**src/rtl/secmem_access_ctrl.sv**
```systemverilog
// Access controller for a small secure memory: lifecycle-aware policy check at
// request acceptance, one-shot memory strobes, read timeout and scrubbed responses.

`ifndef SECURE_MEMORY_WIDTH
`define SECURE_MEMORY_WIDTH 256
`endif
`ifndef SECURE_MEMORY_LENGTH
`define SECURE_MEMORY_LENGTH 8
`endif

module secmem_access_ctrl #(
    parameter int WIDTH   = `SECURE_MEMORY_WIDTH,
    parameter int LENGTH  = `SECURE_MEMORY_LENGTH,
    parameter int TIMEOUT = 16,
    localparam int AW     = (LENGTH > 1) ? $clog2(LENGTH) : 1
) (
    input  logic             clk,
    input  logic             rst_n,
    // client request
    input  logic             req_valid,
    output logic             req_ready,
    input  logic             req_write,
    input  logic [AW-1:0]    req_addr,
    input  logic [WIDTH-1:0] req_wdata,
    input  logic [1:0]       lc_state,
    // client response
    output logic             rsp_valid,
    input  logic             rsp_ready,
    output logic [WIDTH-1:0] rsp_data,
    output logic [1:0]       rsp_err,
    // secure memory
    output logic             mem_rd_en,
    output logic             mem_wr_en,
    output logic [AW-1:0]    mem_addr,
    output logic [WIDTH-1:0] mem_wrData,
    input  logic [WIDTH-1:0] mem_rdData,
    input  logic             mem_rdData_valid
);

    localparam int CNT_W = (TIMEOUT > 1) ? $clog2(TIMEOUT) : 1;

    localparam logic [1:0] ERR_OK      = 2'b00;
    localparam logic [1:0] ERR_DENIED  = 2'b01;
    localparam logic [1:0] ERR_TIMEOUT = 2'b10;

    typedef enum logic [2:0] {
        IDLE,
        RD_ISSUE,
        RD_WAIT,
        WR_ISSUE,
        RESP
    } state_e;

    state_e             state_q;
    logic               req_ready_q;
    logic               rsp_valid_q;
    logic [WIDTH-1:0]   rsp_data_q;
    logic [1:0]         rsp_err_q;
    logic               mem_rd_en_q;
    logic               mem_wr_en_q;
    logic [AW-1:0]      mem_addr_q;
    logic [WIDTH-1:0]   mem_wrData_q;
    logic [CNT_W-1:0]   wait_cnt_q;

    logic               req_allow;
    logic [31:0]        addr_ext;
    logic [31:0]        lc_window;

    // Lifecycle policy, evaluated on the live request inputs; its verdict is
    // folded into the next state, so the lifecycle stage needs no later copy.
    // NOTE: every always_comb output gets a default first so no latch can be inferred.
    always_comb begin
        addr_ext  = 32'(req_addr);
        lc_window = 32'd4 + 32'(lc_state);
        req_allow = 1'b1;
        if (req_write) begin
            req_allow = (addr_ext < 32'd2);
        end else if (addr_ext == 32'd3 && lc_state == 2'd3) begin
            req_allow = 1'b0;
        end else if (addr_ext >= 32'd4 && addr_ext <= 32'd7 && addr_ext != lc_window) begin
            req_allow = 1'b0;
        end
    end

    // NOTE: all state and registered outputs use non-blocking assignments so every
    // register samples pre-edge values regardless of statement order.
    always_ff @(posedge clk or negedge rst_n) begin
        if (!rst_n) begin
            state_q      <= IDLE;
            req_ready_q  <= 1'b0;
            rsp_valid_q  <= 1'b0;
            rsp_data_q   <= '0;
            rsp_err_q    <= ERR_OK;
            mem_rd_en_q  <= 1'b0;
            mem_wr_en_q  <= 1'b0;
            mem_addr_q   <= '0;
            mem_wrData_q <= '0;
            wait_cnt_q   <= '0;
        end else begin
            // Memory strobes and their address/data live for a single cycle.
            mem_rd_en_q  <= 1'b0;
            mem_wr_en_q  <= 1'b0;
            mem_addr_q   <= '0;
            mem_wrData_q <= '0;

            case (state_q)
                IDLE: begin
                    req_ready_q <= 1'b1;
                    if (req_ready_q && req_valid) begin
                        req_ready_q <= 1'b0;
                        if (!req_allow) begin
                            state_q     <= RESP;
                            rsp_valid_q <= 1'b1;
                            rsp_data_q  <= '0;
                            rsp_err_q   <= ERR_DENIED;
                        end else if (req_write) begin
                            state_q      <= WR_ISSUE;
                            mem_wr_en_q  <= 1'b1;
                            mem_addr_q   <= req_addr;
                            mem_wrData_q <= req_wdata;
                        end else begin
                            state_q     <= RD_ISSUE;
                            mem_rd_en_q <= 1'b1;
                            mem_addr_q  <= req_addr;
                        end
                    end
                end

                RD_ISSUE: begin
                    state_q    <= RD_WAIT;
                    wait_cnt_q <= '0;
                end

                RD_WAIT: begin
                    if (mem_rdData_valid) begin
                        state_q     <= RESP;
                        rsp_valid_q <= 1'b1;
                        rsp_data_q  <= mem_rdData;
                        rsp_err_q   <= ERR_OK;
                    end else if (wait_cnt_q == CNT_W'(TIMEOUT - 1)) begin
                        state_q     <= RESP;
                        rsp_valid_q <= 1'b1;
                        rsp_data_q  <= '0;
                        rsp_err_q   <= ERR_TIMEOUT;
                    end else begin
                        wait_cnt_q <= wait_cnt_q + CNT_W'(1);
                    end
                end

                WR_ISSUE: begin
                    state_q     <= RESP;
                    rsp_valid_q <= 1'b1;
                    rsp_data_q  <= '0;
                    rsp_err_q   <= ERR_OK;
                end

                RESP: begin
                    // Scrub the response on handshake so no key material lingers.
                    if (rsp_ready) begin
                        state_q     <= IDLE;
                        req_ready_q <= 1'b1;
                        rsp_valid_q <= 1'b0;
                        rsp_data_q  <= '0;
                        rsp_err_q   <= ERR_OK;
                    end
                end

                default: begin
                    state_q     <= IDLE;
                    req_ready_q <= 1'b0;
                    rsp_valid_q <= 1'b0;
                    rsp_data_q  <= '0;
                    rsp_err_q   <= ERR_OK;
                end
            endcase
        end
    end

    assign req_ready  = req_ready_q;
    assign rsp_valid  = rsp_valid_q;
    assign rsp_data   = rsp_data_q;
    assign rsp_err    = rsp_err_q;
    assign mem_rd_en  = mem_rd_en_q;
    assign mem_wr_en  = mem_wr_en_q;
    assign mem_addr   = mem_addr_q;
    assign mem_wrData = mem_wrData_q;

endmodule

```
**config.mk**
```make
export PLATFORM = sky130hd
export DESIGN_NAME = secmem_access_ctrl
export DESIGN_NICKNAME = d
export VERILOG_FILES = /design/src/rtl/secmem_access_ctrl.sv
export SDC_FILE = /design/constraint.sdc
export NUM_CORES = 1
export LEC_CHECK = 0
export ABC_CLOCK_PERIOD_IN_PS = 2400
export CORE_AREA = 3 3 401 403
export CTS_CLUSTER_DIAMETER = 100
export DETAILED_ROUTE_END_ITERATION = 8
export DIE_AREA = 0 0 404 406
export GPL_TIMING_DRIVEN = 0
export SLEW_MARGIN = 5
export SYNTH_ARGS = -nofsm -noshare
export SYNTH_HDL_FRONTEND = slang
export SYNTH_SLANG_ARGS = --single-unit
```
**constraint.sdc**
```tcl
create_clock -name clk -period 2.4 [get_ports clk]
set_input_delay 0.72 -clock clk [delete_from_list [all_inputs] [get_ports clk]]
set_output_delay 0.72 -clock clk [all_outputs]
set_load 0.1 [all_outputs]
```
**Yosys cells after proc, flatten, opt, wreduce, memory -nomap -nowiden**

Cells that the tools add are included.
Widths: inputs -> output; s select.

- Add/subtract/negate cells: 2
- Order comparisons: 2
- Eq/ne operators: 14
- Multiplexer cells: 49
- Bitwise logic cells: 2
- Reductions and logical operators: 10

Operator list:

| operator | number |
|---|---|
| $mux 256 | 9 |
| $pmux 256 s4 | 1 |
| $mux 3 | 8 |
| $mux 1 | 18 |
| $pmux 3 s5 | 1 |
| $mux 2 | 6 |
| $ne 2x2->1 const B | 5 |
| $eq 3x2->1 const B | 3 |
| $mux 4 | 2 |
| $pmux 2 s4 | 1 |
| $pmux 4 s2 | 1 |
| $reduce_and 3->1 | 2 |
| $pmux 1 s5 | 1 |
| $reduce_and 5->1 | 1 |
| $add 3x2->4 const A | 1 |
| $add 4x1->4 const B | 1 |
| $eq 4x4->1 const B | 1 |
| $ne 3x4->1 | 1 |
| $eq 3x1->1 const B | 1 |
| $eq 3x3->1 const B | 1 |
| $ge 3x3->1 const B | 1 |
| $logic_and 1x1->1 | 3 |
| $logic_not 3->1 | 1 |
| $lt 3x2->1 const B | 1 |
| 7 further kinds | 8 |

- Register bits: 528
- Input bits: 523
- Output and inout port bits: 521
- Word-level logic and storage cells: 89

**Logic depth before layout (Yosys ltp)**

Gate-level depths: netlist (run 1).

- Depth in word-level cells: 9
- Gate-level depth with buffers: 8
- Mapped depth without buffers: 5

**Least setup slack after synthesis (run 1)**

OpenSTA, ideal clock, no wires.

- Path kind: reg-to-reg
- From: register req_ready_q (netlist: req_ready)
- To: register rsp_data_q[229] (netlist: rsp_data[229])
- Setup time: 69 ps
- Arrival time: 2439 ps
- Data required time: 2331 ps
- Slack: -108 ps
- Cell stages (with the launch flop): 8
- Buffers on the path: 3
- Period minus slack after synthesis: 2508 ps
- Path through: dfrtp_1 > and2_1 > buf_2 > a2111oi_4 > buf_2 > clkbuf_1 > o21a_1 > a221o_1

- Cells in the longest elaborated chain, start to end: 3

Ends and longest elaborated chain:

| item | line | source |
|---|---|---|
| from (decl) | 55 | `logic req_ready_q;` |
| from (signal assigned) | 90 | `req_ready_q <= 1'b0;` |
| from (signal assigned) | 108 | `req_ready_q <= 1'b1;` |
| from (signal assigned) | 110 | `req_ready_q <= 1'b0;` |
| $logic_and 1x1->1 | 109 | `if (req_ready_q && req_valid) begin` |
| $ne 2x2->1 (no source line) | -- |  |
| $reduce_and 5->1 (no source line) | -- |  |
| to (signal assigned) | 138 | `rsp_data_q <= mem_rdData;` |
| to (decl) | 57 | `logic [WIDTH-1:0] rsp_data_q;` |

Every way passes these cells.
A chain may end at the register's enable or synchronous reset.

**Worst setup path in the final report (run 1)**

- From: input port req_addr[2]
- To: register mem_wrData_q[97] (netlist: mem_wrData[97])

- Cells in the longest elaborated chain, start to end: 8
- Elaborated cells on any way between the ends: 12
- Those cells by class: order compare: 2; eq/ne: 2; mux: 6; reduce/logical: 2

Ends and longest elaborated chain:

| item | line | source |
|---|---|---|
| from (decl) | 23 | `input logic [AW-1:0] req_addr,` |
| $ge 3x3->1 or $ne 3x4->1 (tied branches) | 80 | `end else if (addr_ext >= 32'd4 && addr_ext <= 32'd7 && addr_ext != lc_window) begin` |
| $logic_and 1x1->1 | 80 |  |
| $mux 1 | 80 |  |
| $mux 1 | 78 | `end else if (addr_ext == 32'd3 && lc_state == 2'd3) begin` |
| $mux 1 (*) | 76 | `if (req_write) begin` |
| $mux 256 (*) | 111 | `if (!req_allow) begin` |
| $mux 256 (*) | 109 |  |
| $mux 256 (*) | 106 | `case (state_q)` |
| to (signal assigned) | 120 | `mem_wrData_q <= req_wdata;` |
| to (decl) | 62 | `logic [WIDTH-1:0] mem_wrData_q;` |

Mark *: on every way between the ends. The rest lies on a longest branch, timed or not.

==> results.md, run 1 <==
- Total power draw: around 50 mW
- Post-route fraction of the period consumed by the critical path: 1.009
- Warnings from Yosys: 0
- Required arrival time at the worst endpoint: 2.94 ns
- Master cell of the clock root buffer: clkbuf_16
- Number of H-tree levels: 3
- Post-layout worst setup margin: -0.02058 ns
- Slowest-stage cell, CP: clkdlybuf4s50_1
- Number of max-cap violations: 0
- Net count of the finished layout: approximately 3,200
- Endpoint with the worst hold slack: wait_cnt_q[0]
- Synth Flop Type: dfrtp_1
- Most area-consuming cells after synthesis: dfrtp_1 (65%), a221o_1 (13%), o21a_1 (9.4%)
- Total via count in the routed design: between 15,000 and 20,000
- Area of all placed cells without fillers: ~36,000 um2
- Post-route clock skew: roughly 0.026 ns
- Share of the synthesized area in the top cell type: 0.6467
- Most numerous cell in the Yosys netlist: dfrtp_1
- FF+latch count, synth: 528
- Vias per cell: 3.918
- Die outline area: between 150,000 and 200,000 um2
- Chip Width: just over 400 um
- Count of cell types in the netlist: 37
- Synth Net Count: between 2,000 and 2,500
- Ys async rst share: 1.000
- Post-detailed-placement cell area: between 30,000 and 40,000 um2
- Kind of critical path: input pin to register
- HPWL after detailed placement: about 110,000 um
- Standard cell core area: between 150,000 and 200,000 um2
- Synthesized netlist cell count: 1,516
- Reg-to-Reg Start: state_q[0]
- Latest clock arrival within the worst-skew pair: 0.65 ns
- Layout overhead on the synthesized area: 75.34%
- Critical Path Source Type: input pin
- Post-synthesis adder-cell area fraction: 0.0006124
- Filler cell count in the final layout: between 15,000 and 20,000
- IR drop worst, VDD: approximately 700 uV
- Post-synth EDFFs: 0
- Xor/xnor share of the synthesized area: 0.0008574
- Class of the worst hold path: register to register
- Number of global-route vias before repair: roughly 19,000
- Violations in the final reports: setup timing
- Fraction of final layout cells with drive strength greater than 1: 0.2950
- Post-synthesis area per instance: 13.48 um2
- Pre-CTS worst setup slack: -1.895 ns
- Main combinational cell family by area after synthesis: compound AO/OA/AOI/OAI gates
- Reg-to-reg setup timing slack: about 0.10 ns
- Outcome: complete, but fails checks
- Synth Area in Simple Gates: 0.09113
- Sequential element share of the synthesized area: 0.6467
- Total of buffers placed on input and output ports: between 1,000 and 1,500
- Cell row count: 146
- Reported leakage power: 16.08 nW
- First-pass GRT wire length: between 150,000 and 200,000 um
- Remaining design rule violation count: 0
- Max frequency: just over 0.4 GHz
- Worst rel slew slack: 0.5244
- Clock slew at the register clock pins of the worst setup and hold paths: 0.05 ns
- CP Cell Sequence: clkdlybuf4s50_1, and4b_1, o21ai_2, and4b_4, buf_12, buf_6, clkbuf_4, and2_1
- RSZ-0062 raised after global routing: yes
- Length in cells of the worst reg-to-reg path: 8
- Total CTS buffers: a little over 70
- Most used standard cells in the synthesized netlist: dfrtp_1 (528), and2_1 (261), a221o_1 (256), o21a_1 (256), clkbuf_1 (79)
- Hold depth: 1
- Slew at the pin closest to its max-slew limit: between 0.7 and 0.8 ns
- Startpoint of the worst hold path: wait_cnt_q[0]
- Synth Area in Compound Gates: 0.2270
- Share of cell area taken by muxes after synthesis: 0.0004900
- Final critical path time including I/O delays and setup: ~2.4 ns
- First-pass iteration count of the detailed router: 5
- Vert. Die Dim: 406 um
- Number of sinks on the clock net: around 530
- Number of failing setup endpoints in the final timing report: 1
- Largest driver fanout on the critical path: 10
- End of the worst register-to-register path: mem_wrData[97]
- Total power per unit cell area: around 1400 nW/um2
- Count of routing violations after the opening detailed-route iteration: about 1,400
- Number of I/O pins: ~1,000
- Post-route ant nets: 0
- Hold Worst Slack: a little over 0.5 ns
- Maximum number of pins on one net before global-route repair: 110
- Cell taking the most area after synthesis: dfrtp_1
- Overall routed net length: approximately 140,000 um
- Final Max Slew Viols: 0
- Starting density of the core: 0.1294
- Global placer's final weighted congestion: ~0.94
- Largest buffer count on any clock path: 3
- Sort of element at the end of the critical path: register
- Fin. Hold Viols: 0
- Average wire per cell in the routed design: 28.70 um
- Overall Global Routing Usage: 0.1610
- Initial antenna violation count: 138
- Post-synthesis cell area: a little over 20,000 um2
- Sum of overflow across all layers after global routing: 0
- Data arrival at the endpoint of the critical path: 2.96 ns
- TritonCTS clock tree: built
- Biggest cell delay along the critical path: between 0.5 and 0.6 ns
==> state kept, by name (all words and copies together) (netlist names) <==
| signal | flops |
|---|---|
| mem_rd_en | 1 |
| rsp_data | 256 |
| mem_wr_en | 1 |
| rsp_valid | 1 |
| state_q | 3 |
| mem_wrData | 256 |
| wait_cnt_q | 4 |
| rsp_err | 2 |
| req_ready | 1 |
| mem_addr | 3 |
==> report_power, final <==
group | switching, mW | total, mW | internal (mW)
combinational | 20.9 | 26.4 | 5.55
clock | 4.60 | 11.1 | 6.51
sequential | 1.66 | 12.6 | 10.9
total | 27.2 | 50.1 | 23.0
==> worst max-delay path, delay by kind of cell <==
kind / cells / cell delay, ns
AO/OA/AOI/OAI: 1 / 0.21
buffers and inverters: 4 / 1.19
AND/OR/NAND/NOR: 3 / 0.80
==> cells in the final DEF (no fill, tap or decap), types with 7 or more instances in the layout <==
cell type	instances
clkbuf_1	34
clkdlybuf4s18_2	69
clkbuf_8	15
dfrtp_1	527
diode_2	26
clkdlybuf4s15_2	253
and2_1	248
buf_2	218
buf_6	14
clkinv_2	7
and2_2	13
o21a_1	256
clkbuf_16	72
clkdlybuf4s50_1	520
clkbuf_2	39
clkbuf_4	20
nand2_1	7
buf_4	36
a221o_1	256
==> area by class of cell <==
cell class	count	area, um2	area share
clock inverters	26	369.1	0.01030
well taps	2072	2592	0.07237
inverters	3	11.26	0.0003144
repair buffers	1056	10030	0.2799
multi-input cells	836	6575	0.1835
clock buffers	100	2057	0.05742
plain buffers	146	912.1	0.02546
diodes	26	65.06	0.001816
flip-flops and latches	528	13210	0.3689
==> logic make-up (layout without fill, tap and decap cells) <==
family          Yosys count  count (layout)
fa+ha+maj                 1               1
compound gates          531             531
xor+xnor                  2               2
mux                       1               1
simple gates            301             301
other cells               0              26
flops                   528             528
buf+inv                 152            1331
==> per-stage QoR <==
step / setup TNS [ns] / std cells / utilization
finish: -0.02058 / 4793 / 0.2270
global route: -0.09946 / 4772 / 0.2266
CTS: 0 / 4767 / 0.2261
detailed placement: -747.05 / 4638 / 0.2129
global placement: - / 4631 / 0.2120
floorplan: 0 / 1516 / -
==> worst max-delay path by stage <==
stage / from / to / slack, ns / cells past startpoint
floorplan: req_ready / rsp_data[229] / 0.12 / 7
global placement: rst_n / req_ready / -26.73 / 1
detailed placement: req_addr[1] / mem_wrData[99] / -1.89 / 8
CTS: mem_wrData[110] / mem_wrData[110] / 0.0002 / 1
global route: req_addr[2] / mem_wrData[97] / -0.03 / 8
finish: req_addr[2] / mem_wrData[97] / -0.02 / 8
==> per-layer routing <==
| metal | part of all wire | routed length, um | track usage | vias up |
|---|---|---|---|---|
| met4 | 0.040 | 5503 | 0.06041 | 74 |
| li1 | - | - | - | 7904 |
| met2 | 0.46 | 63180 | 0.2562 | 967 |
| met1 | 0.38 | 51930 | 0.1832 | 9513 |
| met5 | 0.0033 | 458 | 0 | - |
| met3 | 0.12 | 16500 | 0.08330 | 322 |
==> repair_timing <==
| action | in CTS | in global routing |
|---|---|---|
| gates resized for setup | 2107 | 81 |
| endpoints found under the setup margin | 1041 | 411 |
| hold buffers | 1 | 0 |
| setup buffers | 4 | 1 |
| gates cloned | 0 | 0 |
| hold endpoints to repair | 47 | 0 |
| pin swaps | 1 | 1 |
Note: power is estimated with default switching activity, not from simulation.
==> inputs of run 2 (changes only) <==
--- a/config.mk
+++ b/config.mk
@@ -5,12 +5,14 @@
 export SDC_FILE = /design/constraint.sdc
 export NUM_CORES = 1
 export LEC_CHECK = 0
-export ABC_CLOCK_PERIOD_IN_PS = 2400
-export CORE_AREA = 3 3 401 403
+export ABC_CLOCK_PERIOD_IN_PS = 2000
+export CORE_AREA = 3 3 410 412
 export CTS_CLUSTER_DIAMETER = 100
 export DETAILED_ROUTE_END_ITERATION = 8
-export DIE_AREA = 0 0 404 406
+export DIE_AREA = 0 0 413 415
 export GPL_TIMING_DRIVEN = 0
+export PLACE_DENSITY = 0.45
+export REMOVE_ABC_BUFFERS = 1
 export SLEW_MARGIN = 5
 export SYNTH_ARGS = -nofsm -noshare
 export SYNTH_HDL_FRONTEND = slang
==> constraint.sdc (replaced) <==
create_clock -name clk -period 2 [get_ports clk]
set_input_delay 0.6 -clock clk [delete_from_list [all_inputs] [get_ports clk]]
set_output_delay 0.6 -clock clk [all_outputs]
set_load 0.1 [all_outputs]
==> run 2 against run 1 <==
The flow finishes with violations (hold timing, setup timing). Via count up 2.1%. Sequential cell count is the same. Critical path type unchanged. Worst setup slack got worse by 0.18 ns. Register-to-register slack worse by 0.28 ns. Power is 39% higher. Sequential share of layout area shrank 4.3 points. Largest power group unchanged. Count of clock-buffer cells in the layout up 12. First-iteration DRC count is 7.6% lower. Core utilization increased by 1.9 points. Non-clock buffer count is 67 higher.
==> results.md, run 2 (synthesis gave the netlist of run 1 again) <==
- Outcome: complete, but fails checks (unchanged)
- Violations in the final reports: hold timing, setup timing (was setup timing)
- HPWL after detailed placement: 104,200 um (was 113,400 um)
- Largest driver fanout on the critical path: 22 (was 10)
- Count of routing violations after the opening detailed-route iteration: 1,276 (was 1,381)
- Critical Path Source Type: input pin (unchanged)
- Pre-CTS worst setup slack: -1.800 ns (was -1.895 ns)
- Overall Global Routing Usage: 0.1603 (was 0.1610)
- Average wire per cell in the routed design: 29.25 um (was 28.70 um)
- Number of max-cap violations: 0 (unchanged)
- CP Cell Sequence: clkdlybuf4s50_1, and4b_1, o21ai_4, and4b_4, buf_16, buf_16, clkbuf_16, and2_1 (was clkdlybuf4s50_1, and4b_1, o21ai_2, and4b_4, buf_12, buf_6, clkbuf_4, and2_1)
- Die outline area: 171,400 um2 (was 164,000 um2)
- Final Max Slew Viols: 0 (unchanged)
- Filler cell count in the final layout: 17,370 (was 16,940)
- Sum of negative setup slack: -38.83 ns (was -0.02058 ns)
- RSZ-0062 raised after global routing: yes (unchanged)
- Global placer's final weighted congestion: 0.8329 (was 0.9394)
- First-pass iteration count of the detailed router: 7 (was 5)
- Total via count in the routed design: 19,180 (was 18,780)
- Post-route clock skew: 0.02370 ns (was 0.02593 ns)
- Layout overhead on the synthesized area: 98.69% (was 75.34%)
- First-pass GRT wire length: 186,200 um (was 178,200 um)
- Fraction of final layout cells with drive strength greater than 1: 0.3228 (was 0.2950)
- Reported leakage power: 18.19 nW (was 16.08 nW)
- Slowest-stage cell, CP: clkdlybuf4s50_1 (unchanged)
- Latest clock arrival within the worst-skew pair: 0.69 ns (was 0.65 ns)
- Highest-count cells in the layout ignoring fill and taps: clkdlybuf4s50_1 (520), dfrtp_1 (517), and2_1 (257) (was dfrtp_1 (527), clkdlybuf4s50_1 (520), o21a_1 (256), a221o_1 (256), clkdlybuf4s15_2 (253))
- Sum of overflow across all layers after global routing: 0 (unchanged)
- Clock slew at the register clock pins of the worst setup and hold paths: 0.06 ns (was 0.05 ns)
- Final standard cell count with taps included and fillers excluded: 4,986 (was 4,793)
- Post-layout worst setup margin: -0.2056 ns (was -0.02058 ns)
- Slew at the pin closest to its max-slew limit: 0.6337 ns (was 0.7133 ns)
- Post-route fraction of the period consumed by the critical path: 1.103
- Post-route ant nets: 0 (unchanged)
- Required arrival time at the worst endpoint: 2.62 ns (was 2.94 ns)
- Total power per unit cell area: 1718 nW/um2 (was 1399 nW/um2)
- Most frequent standard cell in the layout excluding fill and tap cells: clkdlybuf4s50_1 (was dfrtp_1)
- Vert. Die Dim: 415 um (was 406 um)
- Largest buffer count on any clock path: 3 (unchanged)
- Class of the worst hold path: input pin to async pin (was register to register)
- Standard cell core area: 164,800 um2 (was 157,800 um2)
- Final critical path time including I/O delays and setup: 2.206 ns
- TritonCTS clock tree: built (unchanged)
- Cell row count: 149 (was 146)
- Number of sinks on the clock net: 528 (unchanged)
- Initial antenna violation count: 133 (was 138)
- Max frequency: between 0.4 and 0.5 GHz
- Maximum number of pins on one net before global-route repair: 100 (was 110)
- Master cell of the clock root buffer: clkbuf_16 (unchanged)
- Hold Worst Slack: -0.1050 ns (was 0.5114 ns)
- Chip Width: 413 um (was 404 um)
- Sort of element at the end of the critical path: register (unchanged)
- Worst rel slew slack: 0.5775 (was 0.5244)
- Total CTS buffers: 77 (was 71)
- Cell seen most often among critical-path stages: buf_16
- Number of H-tree levels: 3 (unchanged)
- Net count of the finished layout: 3,241 (was 3,166)
- Number of global-route vias before repair: 19,370 (was 19,020)
- Number of failing setup endpoints in the final timing report: 381 (was 1)
- Remaining design rule violation count: 0 (unchanged)
- Kind of critical path: input pin to register (unchanged)
- Vias per cell: 3.847 (was 3.918)
- Layout Utilization: 0.2463 (was 0.2270)
- Starting density of the core: 0.1240 (was 0.1294)
- IR drop worst, VDD: 1141 uV (was 691.3 uV)
- Number of instances in the placed design: 4,652 (was 4,638)
- Data arrival at the endpoint of the critical path: 2.83 ns (was 2.96 ns)
- Biggest cell delay along the critical path: 0.59 ns (was 0.57 ns)
- Overall routed net length: 145,800 um (was 137,600 um)
- Fin. Hold Viols: 65 (was 0)
- Total of buffers placed on input and output ports: 1,043 (unchanged)
- Number of I/O pins: 1,044 (unchanged)
[run 2: cell count changes in the layout (fill, tap and decap cells not counted), moves of 73 or more]
cell             before  now
buf_4                36  224
buf_2               218    1
buf_8                 2   75
clkdlybuf4s15_2     253    0
buf_6                14  222
buf_12                3  167
[run 2: critical path: cells and delay by family]
kind,cells,cell delay [ns]
buffers and inverters,4,1.20
AND/OR/NAND/NOR,3,0.72
AO/OA/AOI/OAI,1,0.23
[run 2: worst paths after layout]
check / startpoint / end / slack, ns / depth (start not counted)
hold reg to reg: rsp_valid / rsp_valid / 0.53 / 2
max in group asynchronous: rst_n / mem_wrData[37] / 0.51 / 3
setup / recovery: req_addr[2] / mem_wrData[140] / -0.21 / 8
setup reg to reg: state_q[0] / rsp_data[20] / -0.18 / 10
min in group clk: mem_rdData_valid / wait_cnt_q[2] / 0.46 / 4
hold / removal: rst_n / rsp_data[176] / -0.10 / 1
[run 2: repair_timing]
action,in CTS,in global routing
endpoints found under the hold margin,65,65
gates resized for setup,3968,20
cloned,21,19
buffers inserted,135,13
endpoints found under the setup margin,993,487
pin swaps,13,78
[run 2: cell type report]
type                            count  area, um2  area share
Timing Repair Buffer             1269      15470      0.3810
Sequential cell                   528      13230      0.3258
Multi-Input combinational cell    838       6611      0.1629
Tap cell                         2189       2739     0.06747
Clock buffer                      112       2210     0.05444
Clock inverter                     26      274.0    0.006751
Antenna cell                       21      52.55    0.001295
Inverter                            3      11.26   0.0002774
[run 2: layer usage]
layer  GRT usage  up-vias  wire, um
li1            -     8068         -
met1      0.1754     9773     52930
met2      0.2662      978     70520
met3     0.08510      318     17800
met4     0.04895       44      4304
met5           0        -       292
[run 2: per-stage QoR]
stage,area [um2],total power [mW],hold WS (ns)
global placement,32940,36.04,0.5114
global route,40560,72.21,-0.1020
finish,40590,69.72,-0.1050
detailed placement,33990,48.42,0.5179
floorplan,19760,31.72,0.3044
CTS,40150,70.47,-0.1530
[run 2: power by group]
group | switching, mW | leakage [nW] | total [mW] | internal [mW]
registers | 2.67 | 7.27 | 15.8 | 13.1
logic | 25.9 | 9.71 | 40.1 | 14.2
clock network | 5.75 | 1.20 | 13.8 | 8.08
